--- src/rtl/sigma_delta_dac_if.sv ---
// Sample-side handshake and PDM output bundle for sigma_delta_dac.
// master drives PCM samples; slave is the DAC.
interface sigma_delta_dac_if #(
  parameter int DAC_BITLEN = 16
);
  logic [DAC_BITLEN-1:0] dac_input;
  logic                  dac_input_valid;
  logic                  dac_input_ready;
  logic                  dac_output;
  logic                  dac_underflow;

  modport master (
    output dac_input, dac_input_valid,
    input  dac_input_ready, dac_output, dac_underflow
  );

  modport slave (
    input  dac_input, dac_input_valid,
    output dac_input_ready, dac_output, dac_underflow
  );
endinterface

--- src/rtl/sigma_delta_dac.sv ---
// First-order sigma-delta DAC: one-entry sample buffer, CIC interpolator, 1-bit modulator.
// Optional TPDF-style LFSR dither on the modulator input when SIGMA_DELTA_DAC_DITHER_EN is defined.
module sigma_delta_dac #(
  parameter int OVERSAMPLE_RATE = 256,
  parameter int CIC_STAGES      = 2,
  parameter int DAC_BITLEN      = 16,
  parameter bit SIGNED_INPUT    = 1'b1
) (
  input logic              clk,
  input logic              rst,
  sigma_delta_dac_if.slave bus
);
  localparam int OSR_W = $clog2(OVERSAMPLE_RATE);
  localparam int CIC_W = DAC_BITLEN + CIC_STAGES * OSR_W;
  localparam int SHIFT = (CIC_STAGES - 1) * OSR_W;
  localparam int B     = DAC_BITLEN;

  localparam logic signed [CIC_W-1:0] SAT_HI = {{(CIC_W-B+1){1'b0}}, {(B-1){1'b1}}};
  localparam logic signed [CIC_W-1:0] SAT_LO = {{(CIC_W-B+1){1'b1}}, {(B-1){1'b0}}};

  logic [OSR_W-1:0] osr_cnt;
  logic             strobe;
  logic             full;
  logic [B-1:0]     hold_q;
  logic [B-1:0]     last_q;
  logic             uf_q;
  logic             out_q;
  logic             accept;

  assign strobe = &osr_cnt;
  assign accept = bus.dac_input_valid && !full;

  assign bus.dac_input_ready = !full;
  assign bus.dac_underflow   = uf_q;
  assign bus.dac_output      = out_q;

  // Accept and a full-consume are mutually exclusive because accept needs !full.
  always_ff @(posedge clk) begin
    if (rst) begin
      osr_cnt <= '0;
      full    <= 1'b0;
      hold_q  <= '0;
      last_q  <= '0;
      uf_q    <= 1'b0;
    end else begin
      osr_cnt <= osr_cnt + 1'b1;
      uf_q    <= strobe && !full;
      if (strobe && full) begin
        last_q <= hold_q;
        full   <= 1'b0;
      end else if (accept) begin
        hold_q <= bus.dac_input;
        full   <= 1'b1;
      end
    end
  end

  logic [B-1:0]             sample_raw;
  logic [B-1:0]             sample_s;
  logic signed [CIC_W-1:0]  sample_ext;
  logic signed [CIC_W-1:0]  comb_out;
  logic signed [CIC_W-1:0]  stuff_q;
  logic signed [CIC_W-1:0]  integ_out;

  assign sample_raw = full ? hold_q : last_q;
  assign sample_s   = SIGNED_INPUT ? sample_raw : {~sample_raw[B-1], sample_raw[B-2:0]};
  assign sample_ext = {{(CIC_W-B){sample_s[B-1]}}, sample_s};

  for (genvar k = 0; k < CIC_STAGES; k++) begin : g_comb
    logic signed [CIC_W-1:0] c_in;
    logic signed [CIC_W-1:0] c_out;
    logic signed [CIC_W-1:0] c_dly;
    if (k == 0) begin : g_first
      assign c_in = sample_ext;
    end else begin : g_next
      assign c_in = g_comb[k-1].c_out;
    end
    assign c_out = c_in - c_dly;
    always_ff @(posedge clk) begin
      if (rst)         c_dly <= '0;
      else if (strobe) c_dly <= c_in;
    end
  end

  assign comb_out = g_comb[CIC_STAGES-1].c_out;

  // Zero-stuffing: the comb result is presented to the integrators for one cycle per frame.
  always_ff @(posedge clk) begin
    if (rst) stuff_q <= '0;
    else     stuff_q <= strobe ? comb_out : '0;
  end

  for (genvar k = 0; k < CIC_STAGES; k++) begin : g_int
    logic signed [CIC_W-1:0] i_in;
    logic signed [CIC_W-1:0] i_acc;
    if (k == 0) begin : g_first
      assign i_in = stuff_q;
    end else begin : g_next
      assign i_in = g_int[k-1].i_acc;
    end
    always_ff @(posedge clk) begin
      if (rst) i_acc <= '0;
      else     i_acc <= i_acc + i_in;
    end
  end

  assign integ_out = g_int[CIC_STAGES-1].i_acc;

  logic signed [CIC_W-1:0] shifted;
  logic [B-1:0]            x;
  logic [B-1:0]            u;
  logic [B-1:0]            u_mod;

  assign shifted = integ_out >>> SHIFT;

  always_comb begin
    x = shifted[B-1:0];
    if (shifted > SAT_HI)      x = {1'b0, {(B-1){1'b1}}};
    else if (shifted < SAT_LO) x = {1'b1, {(B-1){1'b0}}};
  end

  assign u = {~x[B-1], x[B-2:0]};

`ifdef SIGMA_DELTA_DAC_DITHER_EN
  logic [15:0]      lfsr_q;
  logic signed [B+1:0] u_dith;

  always_ff @(posedge clk) begin
    if (rst) lfsr_q <= 16'hACE1;
    else     lfsr_q <= {lfsr_q[14:0], lfsr_q[15] ^ lfsr_q[13] ^ lfsr_q[12] ^ lfsr_q[10]};
  end

  // d = lfsr[0] - lfsr[1]; clamp keeps the accumulator input inside the unsigned range.
  always_comb begin
    u_dith = {2'b00, u};
    if (lfsr_q[0] && !lfsr_q[1])      u_dith = u_dith + (B+2)'(1);
    else if (!lfsr_q[0] && lfsr_q[1]) u_dith = u_dith - (B+2)'(1);
    if (u_dith[B+1])  u_mod = '0;
    else if (u_dith[B]) u_mod = '1;
    else              u_mod = u_dith[B-1:0];
  end
`else
  assign u_mod = u;
`endif

  logic [B-1:0] acc_q;
  logic [B:0]   sum;

  assign sum = {1'b0, acc_q} + {1'b0, u_mod};

  always_ff @(posedge clk) begin
    if (rst) begin
      acc_q <= '0;
      out_q <= 1'b0;
    end else begin
      acc_q <= sum[B-1:0];
      out_q <= sum[B];
    end
  end
endmodule

--- src/flat_wrapper.sv ---
// flat-port wrapper written by rule: the top's interface ports become plain ports
module sigma_delta_dac_flat 
#(
  parameter int OVERSAMPLE_RATE = 256,
  parameter int CIC_STAGES      = 2,
  parameter int DAC_BITLEN      = 16,
  parameter bit SIGNED_INPUT    = 1'b1
)
  (clk, rst, bus_dac_input, bus_dac_input_valid, bus_dac_input_ready, bus_dac_output, bus_dac_underflow);
  sigma_delta_dac_if #(.DAC_BITLEN(DAC_BITLEN)) bus_i ();
  input logic clk;
  input logic rst;
  input wire logic [$bits(bus_i.dac_input)-1:0] bus_dac_input;
  input wire logic [$bits(bus_i.dac_input_valid)-1:0] bus_dac_input_valid;
  output wire logic [$bits(bus_i.dac_input_ready)-1:0] bus_dac_input_ready;
  output wire logic [$bits(bus_i.dac_output)-1:0] bus_dac_output;
  output wire logic [$bits(bus_i.dac_underflow)-1:0] bus_dac_underflow;
  assign bus_i.dac_input = bus_dac_input;
  assign bus_i.dac_input_valid = bus_dac_input_valid;
  assign bus_dac_input_ready = bus_i.dac_input_ready;
  assign bus_dac_output = bus_i.dac_output;
  assign bus_dac_underflow = bus_i.dac_underflow;
  sigma_delta_dac #(.OVERSAMPLE_RATE(OVERSAMPLE_RATE), .CIC_STAGES(CIC_STAGES), .DAC_BITLEN(DAC_BITLEN), .SIGNED_INPUT(SIGNED_INPUT)) u_core (.clk(clk), .rst(rst), .bus(bus_i));
endmodule
--- config.mk ---
export PLATFORM = sky130hd
export DESIGN_NAME = sigma_delta_dac_flat
export DESIGN_NICKNAME = d
export VERILOG_FILES = /design/src/rtl/sigma_delta_dac_if.sv /design/src/rtl/sigma_delta_dac.sv /design/src/flat_wrapper.sv
export SDC_FILE = /design/constraint.sdc
export NUM_CORES = 1
export LEC_CHECK = 0
export ABC_AREA = 1
export BUFFER_PORTS_ARGS = -buffer_cell sky130_fd_sc_hd__buf_2
export CAP_MARGIN = 20
export CELL_PAD_IN_SITES_DETAIL_PLACEMENT = 1
export CELL_PAD_IN_SITES_GLOBAL_PLACEMENT = 2
export CORE_UTILIZATION = 35
export DETAILED_ROUTE_END_ITERATION = 10
export PLACE_DENSITY = 0.8
export RECOVER_POWER = 50
export SYNTH_ARGS = -nofsm -noshare
export SYNTH_HDL_FRONTEND = slang
export SYNTH_SLANG_ARGS = --single-unit
--- constraint.sdc ---
create_clock -name clk -period 4.3 [get_ports clk]
set_input_delay 1.075 -clock clk [delete_from_list [all_inputs] [get_ports clk]]
set_output_delay 1.075 -clock clk [all_outputs]
set_load 0.02 [all_outputs]
==> flow_metrics.env, run 1 <==
export IMPL_clock_latency_ps=460
export IMPL_layout_worst_path_cycle_share_pct=89.8
export IMPL_maxUsedRoutingLayer="met4"
export IMPL_fin_tns_setup_ps=0
export IMPL_finalClockSkew_ps=8.64
export IMPL_row_count=70
export IMPL_place_congestion=0.839
export IMPL_ys_types=41
export IMPL_cts_tree="done"
export IMPL_fmax_ghz=0.259
export IMPL_relSlewSlack_pct=-56.1
export IMPL_worstSetupPathDepth=18
export IMPL_min_path_cells=2
export IMPL_synth_top_area_cell="dfxtp_1"
export IMPL_worstMarginPinSlew_ps=2340
export IMPL_drt_total_wl_um=41400
export IMPL_numPortBuffers=21
export IMPL_drt_met1_wl_um=18800
export IMPL_worst_slack_ps=438
export IMPL_status="complete, but fails checks"
export IMPL_cp_required_ps=4670
export IMPL_yosysTopAreaCellShare_pct=28.4
export IMPL_cp_num_buf_inv=3
export IMPL_reg2reg_depth=18
export IMPL_cts_buffer_depth=2
export IMPL_rrSetupSlack_ps=440
export IMPL_drt_wirelength_per_cell_um=15.4
export IMPL_grt_setup_unrepaired="no"
export IMPL_drc=0
export IMPL_p_leak_nw=7.65
export IMPL_period_minus_slack_ps=3860
export IMPL_ys_ff_latch=188
export IMPL_synth_area_leaders="dfxtp_1 (28%), nand2_1 (18%), ha_1 (11%), inv_1 (11%), a21oi_1 (7.7%)"
export IMPL_dr_wl_met2_um=21200
export IMPL_fill_cells=5076
export IMPL_cts_sinks=188
export IMPL_io_pins=22
export IMPL_dp_hpwl_um=33500
export IMPL_cp_slowest_cell="fa_1"
export IMPL_viasPerCell=4.88
export IMPL_start_util_pct=35.8
export IMPL_ys_warn_count=0
export IMPL_grt_pass1_vias=13600
export IMPL_fp_dieH_um=197
export IMPL_antenna_found_initial=0
export IMPL_slew_violations=112
export IMPL_hp_class="reg2reg"
export IMPL_utilization_pct=38.8
export IMPL_drv_cap=3
export IMPL_syn_nets=2300
export IMPL_fp_dieW_um=197
export IMPL_cts_hold_buf=0
export IMPL_htree_levels=4
export IMPL_critical_path_class="reg2reg"
export IMPL_hold_violations=0
export IMPL_crit_chain="buf_6 -> inv_1 -> o21ai_0 -> ha_1 -> inv_1 -> fa_1 -> nand2_1 -> nand3_1 -> and2_1 -> xor2_1 -> ha_1 -> a21oi_1 -> nand2_1 -> a21oi_1 -> nand2_1 -> nand2_1 -> nand3_1 -> a21oi_1"
export IMPL_violations="capacitance limit, slew limit"
export IMPL_ant_nets=0
export IMPL_max_stage_delay_ps=400
export IMPL_dp_slack_ps=341
export IMPL_syn_inst=2164
export IMPL_drt_initial_drc_count=376
export IMPL_worstPathMaxFanout=34
export IMPL_regArea_mm2=0.00376
export IMPL_seq_area_frac_synth_pct=28.4
export IMPL_drt_pass1_iterations=4
export IMPL_diodes=0
export IMPL_fin_nets=2312
export IMPL_num_vias=13100
export IMPL_r2r_end="u_core.g_int[0].i_in[21]"
export IMPL_cpMostUsedCell="nand2_1"
export IMPL_r2r_start="u_core.full"
export IMPL_drive_gt1_share_pct=3.43
export IMPL_cp_arrival_ps=4240
export IMPL_final_setup_viol_count=0
export IMPL_ir_drop_mv=0.244
export IMPL_cts_buffers=17
export IMPL_die_area_mm2=0.0386
export IMPL_clk_pin_slew_worst_paths_ps=80
export IMPL_grt_pass1_wl_um=68200
export IMPL_met3_wirelength_um=719
export IMPL_synthesis_area_mm2=0.0133
export IMPL_worstSetupEndpoint="u_core.g_int[0].i_in[21]"
export IMPL_grt_max_degree=56
export IMPL_multi_input_area_mm2=0.00784
export IMPL_area_growth_pct=8.19
export IMPL_crit_family="compound AO/OA/AOI/OAI gates"
export IMPL_core_area_mm2=0.0370
export IMPL_grt_usage_pct=22.4
export IMPL_cp_start_kind="flop"
export IMPL_cp_startpoint="u_core.full"
export IMPL_avgSynthCellArea_um2=6.12
export IMPL_grt_ovfl_total=0
export IMPL_cp_end_kind="flop"
export IMPL_p_per_area_mw_per_mm2=280
export IMPL_clockRootBuffer="clkbuf_16"
-- worst min path at each step --
| stage | end | startpoint |
|---|---|---|
| after detailed placement | u_core.last_q[14] | u_core.last_q[14] |
| after global routing | u_core.g_comb[0].c_dly[14] | u_core.g_comb[0].c_dly[14] |
| after CTS | u_core.last_q[14] | u_core.last_q[14] |
| final | u_core.last_q[14] | u_core.last_q[14] |
| after floorplan | u_core.osr_cnt[0] | u_core.osr_cnt[0] |
| after global placement | u_core.osr_cnt[0] | u_core.osr_cnt[0] |
-- synthesized netlist by cell type (all sizes together) --
library cell and instances:
a211oi 1, a21boi 1, a21o 7, a21oi 205, a31oi 1, and2 14, and3 2, buf 13
clkbuf 21, dfxtp 188, fa 5, ha 112, inv 377, nand2 656, nand3 125, nand3b 1
nand4 11, nor2 256, nor3 17, nor3b 1, nor4 3, o21a 5, o21ai 116, o21bai 11
o31a 1, or2 3, xnor2 4, xor2 7
-- through the flow --
step                instances  hold WS, ps  instance area [um^2]  power (W)
finish                   2692          459                 14300    0.00401
global route             2692          485                 14300    0.00422
CTS                      2692          463                 14400    0.00406
detailed placement       2661          451                 13900    0.00246
global placement         2661          433                 13900    0.00245
floorplan                2164          418                 13300    0.00229
-- registers in the layout, indices dropped and copies added (netlist names) --
signal,flops
u_core.acc_q,16
u_core.bus.dac_output,1
u_core.bus.dac_underflow,1
u_core.full,1
u_core.g_comb.c_dly,33
u_core.g_int.i_acc,64
u_core.g_int.i_in,32
u_core.hold_q,16
u_core.last_q,16
u_core.osr_cnt,8
-- repair_timing --
| action | CTS | global route |
|---|---|---|
| buffers inserted | 0 | 0 |
| resized for setup | 0 | 1 |
| endpoints found under the setup margin | 0 | 5 |
-- report_power, final --
group / internal [W] / total (W) / switching [W] / leakage (nW)
sequential: 0.00176 / 0.00177 / 0.0000121 / 1.52
clock: 0.000765 / 0.00159 / 0.000829 / 0.267
combinational: 0.000207 / 0.000646 / 0.000438 / 5.87
-- final cells by class --
cell class | count | share of cell area [%]
clock buffer | 18 | 2.99
clock inverter | 13 | 0.882
inverter | 377 | 9.87
multi-input combinational | 1565 | 54.7
sequential | 188 | 26.3
tap | 504 | 4.40
timing repair buffer | 27 | 0.943
-- cell families (layout without fill, tap and decap cells) --
group / after synthesis / count (layout) / share of synthesized area [%]
XOR/XNOR: 11 / 11 / 0.727
adder cells (fa/ha/maj): 117 / 117 / 11.3
flip-flops: 188 / 188 / 28.4
buffers and inverters: 411 / 435 / 12.0
AO/OA/AOI/OAI: 348 / 348 / 14.0
AND/OR/NAND/NOR: 1089 / 1089 / 33.6
-- worst reg2reg max path: stages, from the launching register on --
cell     delay, ps
dfxtp_1        330
buf_6          230
inv_1          120
o21ai_0        230
ha_1           200
inv_1           60
fa_1           400
nand2_1         80
nand3_1        140
and2_1         190
xor2_1         150
ha_1           340
a21oi_1        330
nand2_1        120
a21oi_1        190
nand2_1        120
nand2_1         70
nand3_1        240
a21oi_1        240
-- layer usage --
layer / track usage, % / vias to the layer above
li1: - / 6822
met1: 26.2 / 6189
met2: 42.4 / 84
met3: 3.34 / 37
met4: 5.68 / 0
met5: 0 / -
-- placed cells by master, fill, tap and decap left out, types with 2 or more instances in the layout --
cell / instances
inv_1: 373
inv_8: 3
inv_2: 4
o21bai_1: 11
o21ai_2: 10
nor4_1: 3
and2_1: 14
o21a_1: 5
and3_1: 2
clkinv_4: 2
a21o_1: 7
nand3_2: 6
o21ai_1: 12
nand2_1: 654
inv_6: 5
clkbuf_16: 17
dfxtp_1: 188
a21oi_1: 205
or2_2: 3
xor2_1: 7
nand3_1: 119
nand2_2: 2
o21ai_0: 94
buf_2: 18
ha_1: 112
clkbuf_1: 8
nand4_1: 11
clkinvlp_4: 2
nor2_1: 256
fa_1: 5
nor3_1: 17
xnor2_1: 4
Power figures use the tool's default switching activity.
==> run 2, diff against run 1 <==
--- a/config.mk
+++ b/config.mk
@@ -5,14 +5,13 @@
 export SDC_FILE = /design/constraint.sdc
 export NUM_CORES = 1
 export LEC_CHECK = 0
-export ABC_AREA = 1
 export BUFFER_PORTS_ARGS = -buffer_cell sky130_fd_sc_hd__buf_2
 export CAP_MARGIN = 20
 export CELL_PAD_IN_SITES_DETAIL_PLACEMENT = 1
 export CELL_PAD_IN_SITES_GLOBAL_PLACEMENT = 2
-export CORE_UTILIZATION = 35
+export CORE_UTILIZATION = 30
 export DETAILED_ROUTE_END_ITERATION = 10
-export PLACE_DENSITY = 0.8
+export PLACE_DENSITY = 0.63
 export RECOVER_POWER = 50
 export SYNTH_ARGS = -nofsm -noshare
 export SYNTH_HDL_FRONTEND = slang
==> run 2 against run 1 <==
The flow still finishes with violations (capacitance limit, slew limit). Synthesized area down 12%. Core utilization down 4.9 points. Die area increased by 2.2%. Clock power fell by 4%. First-iteration DRC count is 34% lower. Non-clock buffer count up 10. Combinational power rose by 31%. Global-route usage is 6.4 points lower. Worst hold slack got worse by 4.4 ps. Clock skew rose by 3.8 ps. Worst setup slack lost 120 ps.
==> flow_metrics.env, run 2 <==
export IMPL_status="complete, but fails checks"
export IMPL_violations="capacitance limit, slew limit"
export IMPL_cp_slowest_cell="fa_1"
export IMPL_fmax_ghz=0.251
export IMPL_layout_worst_path_cycle_share_pct=92.5
export IMPL_clockRootBuffer="clkbuf_16"
export IMPL_period_minus_slack_ps=3980
export IMPL_htree_levels=4
export IMPL_async_flop_share_pct=0
export IMPL_ant_nets=0
export IMPL_final_common_cell="dfxtp_1"
export IMPL_die_area_mm2=0.0395
export IMPL_p_leak_nw=5.27
export IMPL_diodes=0
export IMPL_cp_arrival_ps=4300
export IMPL_p_per_area_mw_per_mm2=328
export IMPL_finalPower_w=0.00421
export IMPL_clk_pin_slew_worst_paths_ps=70
export IMPL_area_growth_pct=10.6
export IMPL_drt_wirelength_per_cell_um=15.5
export IMPL_num_vias=9703
export IMPL_fin_nets=1540
export IMPL_synthFlopType="dfxtp_1"
export IMPL_dp_hpwl_um=23300
export IMPL_cts_buffers=17
export IMPL_grt_ovfl_total=0
export IMPL_place_congestion=0.797
export IMPL_power_frac_comb_pct=20.1
export IMPL_ys_top_cells_by_count="dfxtp_1 (188), a21oi_1 (149), nor2_1 (149), nand2_1 (142), ha_1 (112)"
export IMPL_finalClockSkew_ps=12.5
export IMPL_syn_inst=1406
export IMPL_p_int_w=0.00292
export IMPL_largest_register_ffs=64
export IMPL_utilization_pct=33.9
export IMPL_p_sw_w=0.00130
export IMPL_cts_buffer_depth=2
export IMPL_ys_types=80
export IMPL_io_pins=22
export IMPL_cp_required_ps=4620
export IMPL_grt_pass1_wl_um=50400
export IMPL_hold_violations=0
export IMPL_drive_gt1_share_pct=8.76
export IMPL_cp_num_buf_inv=2
export IMPL_grt_pass1_vias=10100
export IMPL_viasPerCell=5.04
export IMPL_numPortBuffers=21
export IMPL_swShare_pct=30.8
export IMPL_cts_hold_buf=0
export IMPL_top_register="u_core.g_int.i_acc"
export IMPL_drt_initial_drc_count=248
export IMPL_clock_latency_ps=470
export IMPL_hp_class="reg2reg"
export IMPL_synthesis_area_mm2=0.0116
export IMPL_cp_end_kind="flop"
export IMPL_drv_cap=1
export IMPL_grt_usage_pct=16.0
export IMPL_avgSynthCellArea_um2=8.26
export IMPL_seq_area_frac_synth_pct=32.4
export IMPL_cts_tree="done"
export IMPL_drt_total_wl_um=29900
export IMPL_cp_start_kind="flop"
export IMPL_syn_nets=1542
export IMPL_drc=0
export IMPL_row_count=71
export IMPL_fin_tns_setup_ps=0
export IMPL_fp_dieH_um=199
export IMPL_fp_dieW_um=199
export IMPL_slew_violations=47
export IMPL_cts_sinks=188
export IMPL_synth_edf_count=0
export IMPL_ys_ff_latch=188
export IMPL_p_seq_share_pct=43.5
export IMPL_final_setup_viol_count=0
export IMPL_ir_drop_mv=0.247
export IMPL_relSlewSlack_pct=-41.1
export IMPL_mostFrequentLayoutCells="dfxtp_1 (187), a21oi_1 (148), nor2_1 (148)"
export IMPL_worstPathMaxFanout=5
export IMPL_crit_chain="mux2i_2 -> ha_1 -> inv_1 -> fa_1 -> a211oi_2 -> o21bai_1 -> a21oi_1 -> xnor2_1 -> ha_1 -> a2111o_1 -> o21ai_2 -> o21ai_2 -> a311oi_4 -> buf_4 -> xor2_1 -> nor2_1"
export IMPL_power_frac_clock_pct=36.4
export IMPL_max_stage_delay_ps=440
export IMPL_crit_family="compound AO/OA/AOI/OAI gates"
export IMPL_yosysTopAreaCellShare_pct=32.4
export IMPL_yosysMostFrequentCell="dfxtp_1"
export IMPL_drt_pass1_iterations=4
export IMPL_worstMarginPinSlew_ps=2120
export IMPL_fill_cells=4559
export IMPL_critical_path_class="reg2reg"
export IMPL_antenna_found_initial=0
export IMPL_start_util_pct=30.7
export IMPL_synth_area_leaders="dfxtp_1 (32%), ha_1 (12%), a21oi_1 (6.4%), nor2_1 (4.8%), nand2_1 (4.6%)"
export IMPL_synth_top_area_cell="dfxtp_1"
export IMPL_ys_warn_count=0
export IMPL_grt_max_degree=81
export IMPL_core_area_mm2=0.0378
==> run 2: cell types whose count changed after synthesis, moves of 21 or more <==
| cell | change |
|---|---|
| clkbuf_1 | +24 |
| inv_1 | -307 |
| o21a_1 | +21 |
| o21ai_0 | -30 |
| a21oi_1 | -56 |
| nor2_1 | -104 |
| xor2_1 | +31 |
| nand2_1 | -509 |
| nor2b_1 | +28 |
| a211oi_1 | +33 |
| a21o_1 | +24 |
| xnor2_1 | +38 |
| nand3_1 | -95 |
==> run 2: path summary, 6_finish.rpt <==
| path | from | end | slack (ps) | cells after the start |
|---|---|---|---|---|
| worst max-delay path | u_core.full | u_core.g_int[0].i_in[13] | 320 | 16 |
| worst max register to register | u_core.full | u_core.g_int[0].i_in[13] | 320 | 16 |
| worst min register to register | u_core.g_comb[1].c_dly[14] | u_core.g_comb[1].c_dly[14] | 450 | 2 |
| worst min-delay path | u_core.g_comb[1].c_dly[14] | u_core.g_comb[1].c_dly[14] | 450 | 2 |
==> run 2: final cells by class <==
type	instances	area [um^2]	share of cell area (%)
multi-input cells	1095	7410	57.7
flip-flops and latches	188	3760	29.3
well taps	511	639	4.98
clock buffers	19	443	3.45
inverters	65	244	1.90
repair buffers	37	231	1.80
clock inverters	12	106	0.829
==> run 2: logic make-up (layout without fill, tap and decap cells) <==
kind of cell	count (synthesis)	in the layout	share of synthesized area (%)
simple gates	452	452	17.9
fa+ha+maj	117	117	12.9
compound gates	417	417	23.9
mux	29	29	2.77
flops	188	188	32.4
buf+inv	123	133	4.04
xor+xnor	80	80	6.04
==> run 2: timing repair <==
action,CTS,global route
gates resized for setup,1,8
setup buffers,0,2
setup endpoints to repair,1,18
pin swaps,0,2
cloned,0,0
==> run 2: power groups by stage <==
stage	Sequential (W)	Clock [W]	Combinational, W
after floorplan	0.00186	0	0.000631
final	0.00183	0.00153	0.000847
after CTS	0.00183	0.00160	0.000843
after detailed placement	0.00187	0	0.000839
after global routing	0.00184	0.00168	0.000953
after global placement	0.00187	0	0.000826
==> run 2: per-layer routing <==
metal / GRT usage (%) / routed length, um
met2: 28.6 / 14800
met4: 4.87 / 489
met1: 19.3 / 14100
met5: 0 / 0
met3: 2.90 / 539
==> run 2: through the flow <==
| step | std cells | worst slack, ps | hold slack (ps) | cell area, um^2 |
|---|---|---|---|---|
| after floorplan | 1406 | 197 | 418 | 11600 |
| after global placement | 1894 | 126 | 432 | 12300 |
| after detailed placement | 1894 | 10.9 | 449 | 12300 |
| after CTS | 1925 | 8.10 | 459 | 12800 |
| after global routing | 1927 | -11.3 | 478 | 12800 |
| final | 1927 | 322 | 455 | 12800 |
==> run 2: tightest hold or removal path, stage by stage, from the launching register on <==
cell     delay, ps
dfxtp_1        310
nand2_1         50
a21oi_1         50
==> run 3, diff against run 2 <==
--- a/config.mk
+++ b/config.mk
@@ -9,9 +9,10 @@
 export CAP_MARGIN = 20
 export CELL_PAD_IN_SITES_DETAIL_PLACEMENT = 1
 export CELL_PAD_IN_SITES_GLOBAL_PLACEMENT = 2
-export CORE_UTILIZATION = 30
+export CORE_MARGIN = 10
+export CORE_UTILIZATION = 40
 export DETAILED_ROUTE_END_ITERATION = 10
-export PLACE_DENSITY = 0.63
+export PLACE_DENSITY = 0.81
 export RECOVER_POWER = 50
 export SYNTH_ARGS = -nofsm -noshare
 export SYNTH_HDL_FRONTEND = slang
==> run 3 against run 2 <==
The run still ends with capacitance limit, slew limit left. Die area decreased by 8.2%. Via count increased by 0.47%. Worst setup slack improved by 56 ps. Routed wire length decreased by 3.2%. Cell area decreased by 1.4%. Critical path depth increased by 1. Critical endpoint is now u_core.g_int[0].i_in[26]. Largest cell class unchanged. Largest power group unchanged.
==> flow_metrics.env, run 3 (synthesized netlist as in run 2, its figures left out) <==
export IMPL_drive_gt1_share_pct=8.43
export IMPL_grt_usage_pct=16.5
export IMPL_area_growth_pct=9.01
export IMPL_p_sw_w=0.00126
export IMPL_grt_pass1_vias=10100
export IMPL_cts_sinks=188
export IMPL_fp_dieH_um=190
export IMPL_largest_register_ffs=64
export IMPL_clock_latency_ps=440
export IMPL_htree_levels=4
export IMPL_cts_buffer_depth=2
export IMPL_start_util_pct=40.4
export IMPL_finalClockSkew_ps=18.3
export IMPL_hp_class="reg2reg"
export IMPL_power_frac_comb_pct=19.6
export IMPL_ir_drop_mv=0.272
export IMPL_grt_ovfl_total=0
export IMPL_drc=0
export IMPL_dp_hpwl_um=22500
export IMPL_row_count=62
export IMPL_cp_start_kind="flop"
export IMPL_num_vias=9749
export IMPL_drt_initial_drc_count=344
export IMPL_final_setup_viol_count=0
export IMPL_antenna_found_initial=0
export IMPL_instances_no_fill=1796
export IMPL_drt_wirelength_per_cell_um=16.1
export IMPL_p_int_w=0.00296
export IMPL_dp_cells=1764
export IMPL_swShare_pct=29.9
export IMPL_cts_tree="done"
export IMPL_period_minus_slack_ps=3920
export IMPL_drt_pass1_iterations=5
export IMPL_p_seq_share_pct=43.3
export IMPL_critical_path_class="reg2reg"
export IMPL_crit_chain="mux2i_1 -> ha_1 -> inv_1 -> fa_1 -> a211oi_2 -> o21bai_1 -> a31oi_2 -> o21ai_0 -> xor2_1 -> ha_1 -> inv_1 -> o211ai_1 -> a31oi_1 -> o21ba_2 -> o211a_1 -> nand3_2 -> a21oi_1"
export IMPL_cp_required_ps=4580
export IMPL_max_stage_delay_ps=420
export IMPL_diodes=0
export IMPL_die_area_mm2=0.0362
export IMPL_grt_setup_unrepaired="no"
export IMPL_drt_total_wl_um=29000
export IMPL_grt_max_degree=80
export IMPL_power_frac_clock_pct=37.1
export IMPL_fin_nets=1535
export IMPL_ant_nets=0
export IMPL_holdWs_ps=450
export IMPL_fp_dieW_um=190
export IMPL_clockRootBuffer="clkbuf_16"
export IMPL_cp_slowest_cell="dfxtp_2"
export IMPL_fin_tns_setup_ps=0
export IMPL_fmax_ghz=0.255
export IMPL_relSlewSlack_pct=-60.4
export IMPL_grt_pass1_wl_um=50200
export IMPL_slew_violations=156
export IMPL_cp_end_kind="flop"
export IMPL_io_pins=22
export IMPL_numPortBuffers=21
export IMPL_violations="capacitance limit, slew limit"
export IMPL_worstMarginPinSlew_ps=2410
export IMPL_worstPathMaxFanout=8
export IMPL_drv_cap=3
export IMPL_final_common_cell="dfxtp_1"
export IMPL_viasPerCell=5.43
export IMPL_cp_arrival_ps=4200
export IMPL_hold_violations=0
export IMPL_top_register="u_core.g_int.i_acc"
export IMPL_p_per_area_mw_per_mm2=334
export IMPL_cts_buffers=17
export IMPL_utilization_pct=44.1
export IMPL_status="complete, but fails checks"
export IMPL_clk_pin_slew_worst_paths_ps=70
export IMPL_p_leak_nw=5.27
export IMPL_layout_worst_path_cycle_share_pct=91.2
export IMPL_mostFrequentLayoutCells="dfxtp_1 (187), nor2_1 (150), a21oi_1 (147)"
export IMPL_place_congestion=0.852
export IMPL_core_area_mm2=0.0287
## run 3: cell types whose count changed in the layout (fill, tap and decap cells not counted), moves of 2 or more
cell        change
buf_4           -5
nor2_1          +2
nor2b_1         -2
nor2b_2         +2
clkinvlp_4      -2
clkbuf_8        +3
nor2_2          -2
## run 3: layout make-up
| type | instances | area (um^2) |
|---|---|---|
| fill | 3495 | 16000 |
| sequential | 188 | 3760 |
| timing repair buffer | 32 | 175 |
| clock inverter | 11 | 100 |
| multi-input combinational | 1095 | 7410 |
| inverter | 65 | 244 |
| tap | 384 | 480 |
| clock buffer | 21 | 480 |
## run 3: what timing repair did
item,4_1_cts,5_1_grt
gates resized for setup,0,10
hold buffers,0,0
endpoints found under the setup margin,0,20
hold endpoints to repair,0,0
setup buffers,0,0
## run 3: worst paths after layout
path | startpoint | to | slack (ps) | cells past startpoint
max | u_core.full | u_core.g_int[0].i_in[26] | 380 | 17
min | u_core.osr_cnt[0] | u_core.osr_cnt[0] | 450 | 1
max reg2reg | u_core.full | u_core.g_int[0].i_in[26] | 380 | 17
min reg2reg | u_core.osr_cnt[0] | u_core.osr_cnt[0] | 450 | 1
## run 3: power by group through the flow
stage / clock (W) / sequential, W / combinational, W
global route: 0.00170 / 0.00184 / 0.000944
finish: 0.00157 / 0.00183 / 0.000826
global placement: 0 / 0.00187 / 0.000805
floorplan: 0 / 0.00186 / 0.000631
detailed placement: 0 / 0.00187 / 0.000825
CTS: 0.00163 / 0.00183 / 0.000829
## run 3: metal layers
metal / vias up / wire length [um] / GRT usage [%]
met5: - / 0 / 0
met4: 0 / 394 / 4.24
met3: 28 / 423 / 2.45
met2: 67 / 14800 / 29.7
met1: 4658 / 13400 / 19.9
li1: 4996 / - / -
## run 3: stage by stage
step	cell area, um^2	worst slack [ps]	total power [W]
floorplan	11600	197	0.00249
global placement	12100	196	0.00267
detailed placement	12100	97.5	0.00269
CTS	12600	19.2	0.00429
global route	12700	10.8	0.00448
finish	12700	377	0.00422
## run 3: critical path, delay by kind of cell, from the launching register on
kind / cells / cell delay (ps)
flip-flops: 1 / 420
multiplexers: 1 / 260
buffers and inverters: 2 / 140
XOR/XNOR: 1 / 190
adder cells (fa/ha/maj): 3 / 1000
AND/OR/NAND/NOR: 1 / 140
AO/OA/AOI/OAI: 9 / 1620
